<file path="src/rtl/mux41_sum_seq.sv">
// mux41_sum_seq: loads four operands, steps a 4:1 mux select through them and
// accumulates the mux output into a widened sum reported with a done pulse.
module mux41_sum_seq #(
  parameter int W  = 4,
  parameter int SW = W + 2
) (
  input  logic          clk,
  input  logic          rst_n,
  input  logic          in_valid,
  output logic          in_ready,
  input  logic [W-1:0]  in_data,
  input  logic          start,
  output logic          busy,
  output logic [1:0]    sel,
  output logic [W-1:0]  a,
  output logic [W-1:0]  b,
  output logic [W-1:0]  c,
  output logic [W-1:0]  d,
  input  logic [W-1:0]  y_in,
  output logic [SW-1:0] sum,
  output logic          done
);
  typedef enum logic [1:0] {IDLE, RUN, DONE} state_t;
  state_t state_q, state_d;
  logic [1:0] wptr_q, wptr_d, sel_q, sel_d;
  logic loaded_q, loaded_d, done_q, done_d;
  logic [SW-1:0] acc_q, acc_d, sum_q, sum_d, y_ext;
  logic [W-1:0] a_q, a_d, b_q, b_d, c_q, c_d, d_q, d_d;
  logic wr;
  assign in_ready = (state_q == IDLE) && !loaded_q;
  assign busy     = state_q == RUN;
  assign wr       = in_valid && in_ready;
  assign y_ext    = {{(SW-W){1'b0}}, y_in};
  assign sel  = sel_q;
  assign a    = a_q;
  assign b    = b_q;
  assign c    = c_q;
  assign d    = d_q;
  assign sum  = sum_q;
  assign done = done_q;
  always_comb begin
    state_d  = state_q;
    wptr_d   = wr ? wptr_q + 2'd1 : wptr_q;
    loaded_d = loaded_q || (wr && wptr_q == 2'd3);
    a_d      = (wr && wptr_q == 2'd0) ? in_data : a_q;
    b_d      = (wr && wptr_q == 2'd1) ? in_data : b_q;
    c_d      = (wr && wptr_q == 2'd2) ? in_data : c_q;
    d_d      = (wr && wptr_q == 2'd3) ? in_data : d_q;
    sel_d    = sel_q;
    acc_d    = acc_q;
    sum_d    = sum_q;
    done_d   = 1'b0;
    case (state_q)
      IDLE: begin
        sel_d = 2'd0;
        if (start && loaded_q) begin
          state_d = RUN;
          acc_d   = '0;
        end
      end
      RUN: begin
        acc_d = acc_q + y_ext;
        sel_d = sel_q + 2'd1;
        if (sel_q == 2'd3) begin
          sum_d   = acc_q + y_ext;
          done_d  = 1'b1;
          state_d = DONE;
        end
      end
      default: begin
        loaded_d = 1'b0;
        state_d  = IDLE;
      end
    endcase
  end
  always_ff @(posedge clk or negedge rst_n) begin
    if (!rst_n) begin
      state_q  <= IDLE;
      wptr_q   <= '0;
      loaded_q <= 1'b0;
      acc_q    <= '0;
      a_q      <= '0;
      b_q      <= '0;
      c_q      <= '0;
      d_q      <= '0;
      sel_q    <= '0;
      sum_q    <= '0;
      done_q   <= 1'b0;
    end else begin
      state_q  <= state_d;
      wptr_q   <= wptr_d;
      loaded_q <= loaded_d;
      acc_q    <= acc_d;
      a_q      <= a_d;
      b_q      <= b_d;
      c_q      <= c_d;
      d_q      <= d_d;
      sel_q    <= sel_d;
      sum_q    <= sum_d;
      done_q   <= done_d;
    end
  end
endmodule
</file>
<file path="config.mk">
export PLATFORM = sky130hd
export DESIGN_NAME = mux41_sum_seq
export DESIGN_NICKNAME = d
export VERILOG_FILES = /design/src/rtl/mux41_sum_seq.sv
export SDC_FILE = /design/constraint.sdc
export NUM_CORES = 1
export LEC_CHECK = 0
export ABC_AREA = 1
export BUFFER_PORTS_ARGS = -buffer_cell sky130_fd_sc_hd__buf_2
export CORE_MARGIN = 5
export CORE_UTILIZATION = 57
export CTS_CLUSTER_SIZE = 16
export DETAILED_ROUTE_END_ITERATION = 10
export PLACE_DENSITY = 0.84
export SKIP_LAST_GASP = 1
export SYNTH_ARGS = -nofsm -noshare
export SYNTH_HDL_FRONTEND = slang
export SYNTH_SLANG_ARGS = --single-unit
export TNS_END_PERCENT = 5
</file>
<file path="constraint.sdc">
create_clock -name clk -period 3.65 [get_ports clk]
set_input_delay 0.365 -clock clk [delete_from_list [all_inputs] [get_ports clk]]
set_output_delay 0.365 -clock clk [all_outputs]
set_load 0.02 [all_outputs]
</file>
Yosys cells after proc, flatten, opt, wreduce, memory -nomap -nowiden
Cells that the tools add are included.
Word-level totals
  register bits after elaboration: 36
  bits in latches: 0
  memory bits (writable): 0
  memory bits (read-only): 0
  input bits: 12
  output and inout bits: 27
  logic and storage cells: 46
  memories: 0
Cells by class
  add/subtract/negate cells: 3
  multiply operators: 0
  divide/modulo/power cells: 0
  $lt $le $gt $ge: 0
  equal/unequal tests: 7
  shift-type cells: 0
  mux-type cells: 9
  bitwise logic cells: 0
  reductions and logical operators: 16
Operators with widths (count)
  $pmux 6 s2: 1
  $pmux 2 s2: 2
  $logic_and 1x1->1: 7
  $add 6x4->6: 1
  $eq 2x2->1 const B: 3
  $mux 6: 1
  $reduce_and 2->1: 3
  $add 2x1->2 const B: 2
  $eq 2x1->1 const B: 2
  $logic_not 2->1: 2
  $mux 2: 2
  $ne 2x1->1 const B: 2
  $mux 1: 3
  $reduce_bool 2->1: 1
  $reduce_or 2->1: 1
  $logic_not 1->1: 1
  $logic_or 1x1->1: 1

Logic depth before layout (Yosys ltp)
  depth in word-level cells: 6
  mapped depth: 8
  mapped depth without buffers: 8

Worst setup path after synthesis
OpenSTA, ideal clock, no wires.
  path type: input to register
  start point: input port y_in[0]
  end point: register acc_q[4]
  library setup time: 0.119 ns
  arrival: 1.329 ns
  required time: 3.531 ns
  path slack: 2.203 ns
  cell stages on the path: 8
  buffers on the path: 0
  cells stage by stage: ha_1 inv_1 fa_1 nand3b_1 nand2_1 nand2_1 nand3_1 nand2_1
Between the ends
  word-level cells in the longest chain between the ends: 2
Ends and longest elaborated chain
  start: declaration: RTL line 19  | input logic [W-1:0] y_in,
  $add 6x4->6: RTL line 62  | acc_d = acc_q + y_ext;
  $pmux 6 s2: RTL line 53  | case (state_q)
  end signal: assignment: RTL line 81  | acc_q <= '0;
  end signal: assignment: RTL line 93  | acc_q <= acc_d;
  end: declaration: RTL line 27  | logic [SW-1:0] acc_q, acc_d, sum_q, sum_d, y_ext;
No other way between the ends.
A chain may end at the register's enable or synchronous reset.

Final worst setup path
  start point: register state_q[1]
  end point: output port busy
Between the ends
  word-level cells in the longest chain between the ends: 1
Ends and longest elaborated chain
  start: declaration: RTL line 24  | state_t state_q, state_d;
  start signal: assignment: RTL line 90  | state_q <= state_d;
  $eq 2x1->1: RTL line 31  | assign busy = state_q == RUN;
  end: declaration: RTL line 13  | output logic busy,
No other way between the ends.

==> out/metrics.cfg <==
[sta]
relSlewSlack = 0.482
max_freq_ghz = 0.570
fin_skew_ns = 0.00525
finalSetupViolations = 0
fin_crit_ns = 1.75
hold_violations = 0
final.period_utilization = 0.480
rsz0062_at_grt = no
slew_viol_final = 0
tightest_slew_ns = 0.777
finalSetupTns_ns = 0

[placement]
dpl_cell_area_sq_um = 1890
gp_congestion = 0.826
post-dp-hpwl_mm = 2.51
portBuffers = 38
dp.cells = 253

[setup_path]
r2r-end = acc_q[4]$_DFFE_PN0P_
r2r-start = acc_q[0]$_DFFE_PN0P_
cpMostUsedCell = inv_1
critPathTopFamily = buffers and inverters
reg2reg_slack_ns = 2.10
cp_slowest_cell = dfrtp_1
crit_type = flip-flop to output pin
timing.critical_path.buf_inv = 3
crit_arrival_ns = 1.39
path_cells = inv_1 -> nand2_2 -> inv_1 -> buf_2
required_ns = 3.28
crit_path_start_kind = flip-flop
cpPeakStageDelay_ns = 0.43
cp_max_fo = 7
rr_worst_depth = 8
crit_path_end_kind = output pin

[clocking]
cts.sinks = 36
cts_buffers = 5
cts_max_level = 2
postCtsHoldBufs = 0
ctsLongestPathBuffers = 2
ctsResizeCount = 0
tritoncts = built
path_clk_slew_ns = 0.10
worstSkewPairLatency_ns = 0.33
cts_setup_buffers = 0
cts-root-buf = clkbuf_4

[global_route]
grt_pass1_wl_mm = 6.00
first_global_vias = 1347
grt_antenna_before_repair = 0
grt_max_degree = 37
gr-usage-all-layers = 0.187
grt.overflow.total = 0

[final_layout]
nets = 251
fin_util = 0.696
area_growth_pct = 15.7
n_antenna_cell = 0
drive_above_1_share = 0.226
fin_area_sq_um = 1950
fillers = 233
instances_no_fill = 261

[synth]
yosys.area.top_type_share = 0.534
post-synth-top-count-cell = nand2_1
seq_area_frac_synth = 0.534
synth_flop_cell = dfrtp_1
syn_nets = 208
syn_area_per_cell_sq_um = 9.07
synth_top_area_cell = dfrtp_1
synthCells = 186
ys_ff_latch = 36
ys_top_cells_by_area = dfrtp_1 (53%), nand2_1 (14%), ha_1 (6.7%)
netlist_area_sq_um = 1690
synth_cell_types = 21
synthTopCellsByCount = nand2_1 (65), dfrtp_1 (36), inv_1 (18)
ys_warn_count = 0
ys_async_sr_fraction = 1.00
synth-edff-count = 0

[floorplan]
initial_core_util = 0.602
fp-row-count = 19
coreArea_sq_um = 2810
pin_count = 39
die_w_microns = 64.4
die_y_microns = 64.4
die_area_sq_um = 4150

[status]
status = finished clean

[routing]
dr.pass1.iters = 4
drc = 0
wl_met1_mm = 1.41
wire_per_inst_microns = 12.5
routed-wl-met3_microns = 293
routed_via_density = 5.21
dr_wl_met2_mm = 1.52
first_iter_violations = 79
highest_layer = met4
via_count = 1359
ant_nets = 0
wl_mm = 3.26

[power_and_ir_drop]
powerDensity_nw_per_um2 = 890
leakagePower_nw = 1.10
ir_drop_v = 0.000456
power.total_mw = 1.74

[min_path]
hold_path.class = input port to asynchronous set/reset pin

[run]
max_cap_viol_count = 0

metal layers:
metal	GRT usage	vias to the layer above
met3	0.0656	7
met4	0.0607	0
met5	0	-
li1	-	679
met1	0.227	618
met2	0.313	55
worst max path at each step:
stage	startpoint	end	slack, ns	cells after the start
floorplan	y_in[0]	acc_q[4]$_DFFE_PN0P_	2.20	8
global placement	y_in[0]	sum[4]$_DFFE_PN0P_	2.07	9
detailed placement	y_in[0]	acc_q[4]$_DFFE_PN0P_	2.03	9
CTS	state_q[1]$_DFFE_PN0P_	busy	1.87	4
global route	state_q[1]$_DFFE_PN0P_	busy	1.76	4
finish	state_q[1]$_DFFE_PN0P_	busy	1.90	4
cell type report:
| class | count | area (sq um) | share of cell area |
|---|---|---|---|
| flip-flops and latches | 36 | 901 | 0.461 |
| clock buffers | 8 | 58.8 | 0.0301 |
| well taps | 31 | 38.8 | 0.0199 |
| inverters | 18 | 67.6 | 0.0346 |
| repair buffers | 38 | 190 | 0.0974 |
| multi-input cells | 130 | 697 | 0.357 |
per-stage QoR:
step	worst slack (ns)	hold slack (ns)
after detailed placement	2.03	0.462
after floorplan	2.20	0.0694
after CTS	1.87	0.108
after global placement	2.07	0.457
after global routing	1.76	0.152
final	1.90	0.101
kinds of logic (layout without fill, tap and decap cells):
| kind of cell | after synthesis | after routing | synth area share |
|---|---|---|---|
| adders and majority gates | 10 | 10 | 0.0786 |
| xor gates and xnor gates | 2 | 2 | 0.0104 |
| AOI/OAI and AO/OA | 26 | 26 | 0.0808 |
| buffers and inverters | 20 | 64 | 0.0534 |
| and+or+nand+nor | 92 | 92 | 0.243 |
| DFF | 36 | 36 | 0.534 |
registers in the layout (all words and copies together) (netlist names):
signal    count
c             4
a             4
loaded_q      1
acc_q         6
b             4
sel           2
state_q       2
sum           6
wptr_q        2
d             4
done          1
report_power, final:
part	switching (mW)	internal, mW
clock network	0.122	0.0950
registers	0.103	0.577
logic	0.558	0.284
cell usage in the layout (no fill, tap or decap):
master,Yosys,routed
a22o_1,1,1
nand2_2,1,1
nand3b_1,2,2
dfrtp_1,36,36
nor2_8,1,1
a21o_1,1,1
nor2_2,3,3
nor2_4,1,1
or2_4,1,1
inv_1,18,18
nand3_1,9,9
clkbuf_8,0,1
clkbuf_4,0,5
nor2_1,8,8
a21oi_1,2,2
buf_2,0,38
nand2_1,65,65
fa_1,1,1
ha_1,9,9
nand2_4,1,1
o21ai_0,13,13
xor2_1,2,2
clkbuf_1,0,2
o21ai_1,9,9
(Power assumes the default switching activity.)
